==> src/rtl/uart_pkg.sv <==
// uart_pkg: shared receiver types, widths and baud divider helper.
package uart_pkg;
    typedef enum logic [2:0] {IDLE, START, DATA, STOP, BREAK} rx_state_t;
    localparam int BYTE_W = 8;
    localparam int BYTES_PER_WORD = 4;
    function automatic int calc_div(input int clk, input int baud, input int os);
        return (clk / (baud * os) < 1) ? 1 : clk / (baud * os);
    endfunction
endpackage

==> src/rtl/uart_word_receiver_if.sv <==
// uart_word_receiver_if: serial line in, assembled word and status out.
interface uart_word_receiver_if;
    logic        RxD;
    logic [uart_pkg::BYTE_W*uart_pkg::BYTES_PER_WORD-1:0] dataOut;
    logic        dataValid;
    logic        frameErr;
    logic        busy;
    modport slave (input RxD, output dataOut, dataValid, frameErr, busy);
    modport master (output RxD, input dataOut, dataValid, frameErr, busy);
endinterface

==> src/rtl/uart_oversample_tick.sv <==
// uart_oversample_tick: free-running divider giving one tick per OVERSAMPLE slot.
module uart_oversample_tick import uart_pkg::*; #(
    parameter int CLK_FREQ   = 50_000_000,
    parameter int BAUD       = 9600,
    parameter int OVERSAMPLE = 16
) (
    input  logic clk,
    input  logic rst,
    output logic tick
);
    localparam int DIV = calc_div(CLK_FREQ, BAUD, OVERSAMPLE);
    localparam int CW  = (DIV > 1) ? $clog2(DIV) : 1;
    logic [CW-1:0] cnt_q, cnt_d;
    assign tick = cnt_q == CW'(DIV - 1);
    always_comb begin
        cnt_d = tick ? '0 : cnt_q + 1'b1;
    end
    always_ff @(posedge clk) begin
        cnt_q <= rst ? '0 : cnt_d;
    end
endmodule

==> src/rtl/uart_word_receiver.sv <==
// uart_word_receiver: 8N1 receiver packing 4 bytes LSB-first into 32-bit words.
// Optional RX_TIMEOUT_EN drops a partial word after TIMEOUT_BITS idle bit-times.
module uart_word_receiver import uart_pkg::*; #(
    parameter int CLK_FREQ     = 50_000_000,
    parameter int BAUD         = 9600,
    parameter int OVERSAMPLE   = 16,
    parameter int TIMEOUT_BITS = 40
) (
    input logic clk,
    input logic rst,
    uart_word_receiver_if.slave bus
);
    localparam int TW = $clog2(OVERSAMPLE);
    localparam int IW = $clog2(BYTES_PER_WORD);
    localparam int WW = BYTE_W * BYTES_PER_WORD;
    localparam logic [TW-1:0] HALF = TW'(OVERSAMPLE / 2 - 1);
    localparam logic [TW-1:0] LAST = TW'(OVERSAMPLE - 1);
    logic tick, rxs;
    rx_state_t state_q, state_d;
    logic [1:0] sync_q, sync_d;
    logic [TW-1:0] tcnt_q, tcnt_d;
    logic [$clog2(BYTE_W)-1:0] bcnt_q, bcnt_d;
    logic [BYTE_W-1:0] shreg_q, shreg_d;
    logic [WW-1:0] word_q, word_d, data_q, data_d;
    logic [IW-1:0] idx_q, idx_d;
    logic valid_q, valid_d, ferr_q, ferr_d;
`ifdef RX_TIMEOUT_EN
    localparam int TOW = $clog2(TIMEOUT_BITS * OVERSAMPLE);
    logic [TOW-1:0] to_q, to_d;
`endif
    uart_oversample_tick #(.CLK_FREQ(CLK_FREQ), .BAUD(BAUD), .OVERSAMPLE(OVERSAMPLE)) u_tick (
        .clk(clk), .rst(rst), .tick(tick)
    );
    assign rxs = sync_q[1];
    assign bus.dataOut = data_q;
    assign bus.dataValid = valid_q;
    assign bus.frameErr = ferr_q;
    assign bus.busy = state_q != IDLE;
    always_comb begin
        sync_d = {sync_q[0], bus.RxD};
        state_d = state_q;
        tcnt_d = tick ? tcnt_q + 1'b1 : tcnt_q;
        bcnt_d = bcnt_q;
        shreg_d = shreg_q;
        word_d = word_q;
        idx_d = idx_q;
        data_d = data_q;
        valid_d = 1'b0;
        ferr_d = 1'b0;
        unique case (state_q)
            IDLE: begin
                tcnt_d = '0;
                if (tick && !rxs) state_d = START;
            end
            START: if (tick && tcnt_q == HALF) begin
                state_d = rxs ? IDLE : DATA;
                tcnt_d = '0;
                bcnt_d = '0;
            end
            DATA: if (tick && tcnt_q == LAST) begin
                shreg_d = {rxs, shreg_q[BYTE_W-1:1]};
                bcnt_d = bcnt_q + 1'b1;
                state_d = (bcnt_q == '1) ? STOP : DATA;
            end
            STOP: if (tick && tcnt_q == LAST) begin
                // a bad stop bit poisons the whole word, not just this byte
                state_d = rxs ? IDLE : BREAK;
                ferr_d = !rxs;
                idx_d = rxs ? idx_q + 1'b1 : '0;
                word_d[BYTE_W*idx_q +: BYTE_W] = rxs ? shreg_q : word_q[BYTE_W*idx_q +: BYTE_W];
                valid_d = rxs && idx_q == IW'(BYTES_PER_WORD - 1);
                data_d = valid_d ? word_d : data_q;
            end
            BREAK: state_d = rxs ? IDLE : BREAK;
            default: state_d = IDLE;
        endcase
`ifdef RX_TIMEOUT_EN
        to_d = '0;
        if (state_q == IDLE && idx_q != '0) begin
            to_d = (tick && rxs) ? to_q + 1'b1 : (tick ? '0 : to_q);
            if (tick && rxs && to_q == TOW'(TIMEOUT_BITS * OVERSAMPLE - 1)) begin
                idx_d = '0;
                to_d = '0;
            end
        end
`endif
    end
    always_ff @(posedge clk) begin
        if (rst) begin
            sync_q <= '1;
            state_q <= IDLE;
            tcnt_q <= '0;
            bcnt_q <= '0;
            shreg_q <= '0;
            word_q <= '0;
            idx_q <= '0;
            data_q <= '0;
            valid_q <= 1'b0;
            ferr_q <= 1'b0;
        end else begin
            sync_q <= sync_d;
            state_q <= state_d;
            tcnt_q <= tcnt_d;
            bcnt_q <= bcnt_d;
            shreg_q <= shreg_d;
            word_q <= word_d;
            idx_q <= idx_d;
            data_q <= data_d;
            valid_q <= valid_d;
            ferr_q <= ferr_d;
        end
    end
`ifdef RX_TIMEOUT_EN
    always_ff @(posedge clk) begin
        to_q <= rst ? '0 : to_d;
    end
`endif
endmodule

==> src/flat_wrapper.sv <==
// flat-port wrapper written by rule: the top's interface ports become plain ports
module uart_word_receiver_flat import uart_pkg::*;
#(
    parameter int CLK_FREQ     = 50_000_000,
    parameter int BAUD         = 9600,
    parameter int OVERSAMPLE   = 16,
    parameter int TIMEOUT_BITS = 40
)
  (clk, rst, bus_RxD, bus_dataOut, bus_dataValid, bus_frameErr, bus_busy);
  uart_word_receiver_if bus_i ();
  input logic clk;
  input logic rst;
  input wire logic [$bits(bus_i.RxD)-1:0] bus_RxD;
  output wire logic [$bits(bus_i.dataOut)-1:0] bus_dataOut;
  output wire logic [$bits(bus_i.dataValid)-1:0] bus_dataValid;
  output wire logic [$bits(bus_i.frameErr)-1:0] bus_frameErr;
  output wire logic [$bits(bus_i.busy)-1:0] bus_busy;
  assign bus_i.RxD = bus_RxD;
  assign bus_dataOut = bus_i.dataOut;
  assign bus_dataValid = bus_i.dataValid;
  assign bus_frameErr = bus_i.frameErr;
  assign bus_busy = bus_i.busy;
  uart_word_receiver #(.CLK_FREQ(CLK_FREQ), .BAUD(BAUD), .OVERSAMPLE(OVERSAMPLE), .TIMEOUT_BITS(TIMEOUT_BITS)) u_core (.clk(clk), .rst(rst), .bus(bus_i));
endmodule
==> config.mk <==
export PLATFORM = sky130hd
export DESIGN_NAME = uart_word_receiver_flat
export DESIGN_NICKNAME = d
export VERILOG_FILES = /design/src/rtl/uart_pkg.sv /design/src/rtl/uart_word_receiver_if.sv /design/src/rtl/uart_oversample_tick.sv /design/src/rtl/uart_word_receiver.sv /design/src/flat_wrapper.sv
export SDC_FILE = /design/constraint.sdc
export NUM_CORES = 1
export LEC_CHECK = 0
export BUFFER_PORTS_ARGS = -buffer_cell sky130_fd_sc_hd__clkbuf_2
export CORE_MARGIN = 5
export CORE_UTILIZATION = 55
export DETAILED_ROUTE_END_ITERATION = 6
export PLACE_DENSITY = 0.76
export SKIP_CTS_REPAIR_TIMING = 1
export SLEW_MARGIN = 20
export SYNTH_ARGS = -nofsm -noshare
export SYNTH_HDL_FRONTEND = slang
export SYNTH_SLANG_ARGS = --single-unit
==> constraint.sdc <==
create_clock -name clk -period 2.8 [get_ports clk]
set_input_delay 0.28 -clock clk [delete_from_list [all_inputs] [get_ports clk]]
set_output_delay 0.28 -clock clk [all_outputs]
set_load 0.02 [all_outputs]
==> out/qor.csv <==
stage;metric;value;unit
logic_synthesis;synth_edf_count;0;
timing;setup_viol;0;
power;ir_worst_vdd;248;µV
placement;dp_slack;399;ps
placement;place.gp.congestion;0.895;
timing;max_freq;411;MHz
timing;period_share;86.9;%
global_routing;grt_max_degree;38;
min_path;hold_class;input pin to flip-flop;
setup_path;start_kind;flip-flop;
final_layout;syn2layout_area_growth;8.96;%
final_layout;layout-drive-gt1-share;16.5;%
logic_synthesis;async_flop_share;0;%
power;power_density;472;nW/µm²
setup_path;ff2ff_setup_slack;370;ps
setup_path;cp.required;3110;ps
floorplan;dieArea;9970;µm²
detailed_routing;drt_iter0_drc;323;
setup_path;critPathTopFamily;simple AND/OR/NAND/NOR gates;
detailed_routing;vias;3574;
setup_path;end_kind;flip-flop;
logic_synthesis;syn_nets;472;
floorplan;fp.dieH;99.8;µm
global_routing;grt_first_pass_wirelength;17.4;mm
setup_path;critPathMaxFanout;10;
logic_synthesis;yosysWarnings;0;
setup_path;worstSetupPathType;flip-flop to flip-flop;
setup_path;arrival;2740;ps
global_routing;first_global_vias;3444;
logic_synthesis;yosysSeqAreaShare;43.7;%
floorplan;core;7810;µm²
timing;tightestPinTransition;692;ps
floorplan;rows;32;
clocking;cts_buffers;9;
detailed_routing;vias_per_cell;6.08;
detailed_routing;ant_nets;0;
timing;slew_viol_final;0;
timing;rsz0062_at_grt;false;
power;leakagePower;1.75;nW
detailed_routing;drc;0;
clocking;cts_tree;yes;
floorplan;start_util;56.9;%
logic_synthesis;synth_top_area_share;43.7;%
logic_synthesis;ys.flop_type;dfxtp_1;
placement;dp_hpwl;7.35;mm
logic_synthesis;avgSynthCellArea;9.67;µm²
floorplan;io_pins;38;
timing;setup_ws;366;ps
setup_path;crit_chain;inv_1 > ha_1 > inv_1 > nand4_1 > or3_1 > o2bb2ai_1;
detailed_routing;first_pass_iters;5;
clocking;htree_levels;3;
clocking;clk_pin_slew;100;ps
run_status;outcome;finished clean;
timing;finalCriticalPeriod;2430;ps
floorplan;die_w;99.8;µm
setup_path;crit_path_max_incr_delay;580;ps
logic_synthesis;synth_cells;459;
setup_path;crit_path_frequent_cell;inv_1;
clocking;root_buffer;clkbuf_8;
detailed_routing;drt-total-wl;10.4;mm
logic_synthesis;syn_area;4440;µm²
logic_synthesis;synth_cell_types;48;
detailed_routing;wl_per_cell;17.7;µm
flow_run;timing.max_cap.violations;0;
global_routing;antenna_found_initial;0;
final_layout;nNetsFinal;494;
timing;max_slew_margin;53.8;%
placement;portBuffers;37;
timing;hold_violations;0;
logic_synthesis;yosys-top-cells-area;dfxtp_1 44%, o2bb2ai_1 4.7%, mux2i_1 4.5%, o32a_1 4.3%, inv_1 3.7%;
logic_synthesis;yosys.area.top_type;dfxtp_1;
timing;setup_tns;0;ps
setup_path;cp_num_buf_inv;2;
final_layout;antenna_cells;0;
global_routing;grt_usage;21.9;%
global_routing;grt.overflow.total;0;
clocking;cts.sinks;97;
clocking;clk_path_buf_depth;2;
clocking;clk-insertion-delay-late;380;ps
timing;fin_worst_skew;19.0;ps
logic_synthesis;ys_ff_latch;97;
setup_path;critPathSlowestCell;dfxtp_1;
cells in the mapped netlist, types with 2 or more instances:
master and number:
o21ai_0 11, xnor2_1 3, dfxtp_1 97, xor2_1 7, a21oi_2 4, buf_6 3, clkbuf_1 13, buf_2 14
buf_1 2, inv_1 44, mux2i_1 20, o2bb2ai_1 24, nand2_1 8, nand4b_1 2, and4bb_1 2, o32a_1 19
nor3_1 10, nor2_1 19, nand3b_1 4, and3_1 3, a31o_2 2, buf_4 2, a21oi_1 13, nand2b_1 21
a31oi_1 8, nand3_1 15, and4_1 4, ha_1 10, o22ai_1 18, a22o_1 8, o211ai_1 2, or2_2 5
mux4_2 6, nor3b_1 3, or3_1 10, nand4_1 8, and2_1 3, o221ai_1 2
per-stage QoR:
stage	hold WS, ps	utilization (%)	total power, mW	area, µm²	std cells
floorplan	384	-	1.46	4440	459
global placement	397	59.7	1.47	4660	572
detailed placement	407	59.7	1.48	4660	572
CTS	83.3	62.0	2.29	4840	588
global route	68.4	62.0	2.36	4840	588
finish	84.3	62.0	2.28	4840	588
registers in the layout (all words and copies together) (netlist names):
signal,flops
u_core.sync_q,2
u_core.idx_q,2
u_core.bcnt_q,3
u_core.bus.dataOut,32
u_core.bus.dataValid,1
u_core.bus.frameErr,1
u_core.tcnt_q,4
u_core.u_tick.cnt_q,9
u_core.state_q,3
u_core.word_q,32
u_core.shreg_q,8
cell type report:
class,count,area (µm²)
clock buffer,9,124
clock inverter,7,51.3
fill,647,2970
inverter,44,165
multi-input combinational,284,2160
sequential,97,1940
tap,102,128
timing repair buffer,45,270
power by group:
group          switching [mW]  internal [mW]
sequential            0.00783           1.38
clock                   0.510          0.329
combinational          0.0366         0.0166
total                   0.555           1.73
cells by family (layout without fill, tap and decap cells):
family / count (synthesis) / count (layout) / share of synthesized area, %
simple gates: 123 / 123 / 16.6
compound gates: 115 / 115 / 19.7
flops: 97 / 97 / 43.7
buf+inv: 78 / 105 / 7.67
mux: 26 / 26 / 7.55
fa+ha+maj: 10 / 10 / 2.82
xor+xnor: 10 / 10 / 1.97
per-layer routing:
| layer | track usage, % | wire length (µm) | vias up | part of all wire, % |
|---|---|---|---|---|
| met5 | 0 | 0 | - | 0 |
| met4 | 9.14 | 285 | 0 | 2.7 |
| met3 | 5.14 | 692 | 25 | 6.7 |
| met2 | 34.2 | 4920 | 120 | 47 |
| met1 | 29.2 | 4500 | 1707 | 43 |
| li1 | - | - | 1722 | - |
placed cells by master, fill, tap and decap left out, types with 3 or more instances in the layout:
cell type,count
or3_1,10
o32a_1,19
a21oi_1,13
nor2_1,19
clkbuf_2,37
dfxtp_1,97
nand2b_1,21
and4_1,4
and2_1,3
inv_6,3
xnor2_1,3
nand3_1,15
mux4_2,6
o21ai_0,11
buf_4,6
a21oi_2,4
nor3_1,10
nand4_1,8
and3_1,3
o22ai_1,18
clkbuf_8,9
or2_2,5
ha_1,10
inv_1,44
a31oi_1,8
mux2i_1,20
xor2_1,7
nand3b_1,4
nand2_1,8
a22o_1,8
o2bb2ai_1,24
nor3b_1,3
worst paths after layout:
| path | start | cells after the start | endpoint |
|---|---|---|---|
| hold / removal | bus_RxD | 2 | u_core.sync_q[0]$_SDFF_PP1_ |
| setup reg to reg | u_core.idx_q[0]$_SDFFE_PP0P_ | 6 | u_core.word_q[3]$_SDFFE_PP0P_ |
| setup / recovery | u_core.idx_q[0]$_SDFFE_PP0P_ | 6 | u_core.word_q[3]$_SDFFE_PP0P_ |
| hold reg to reg | u_core.sync_q[0]$_SDFF_PP1_ | 1 | u_core.sync_q[1]$_SDFF_PP1_ |
Note: power is estimated with default switching activity, not from simulation.
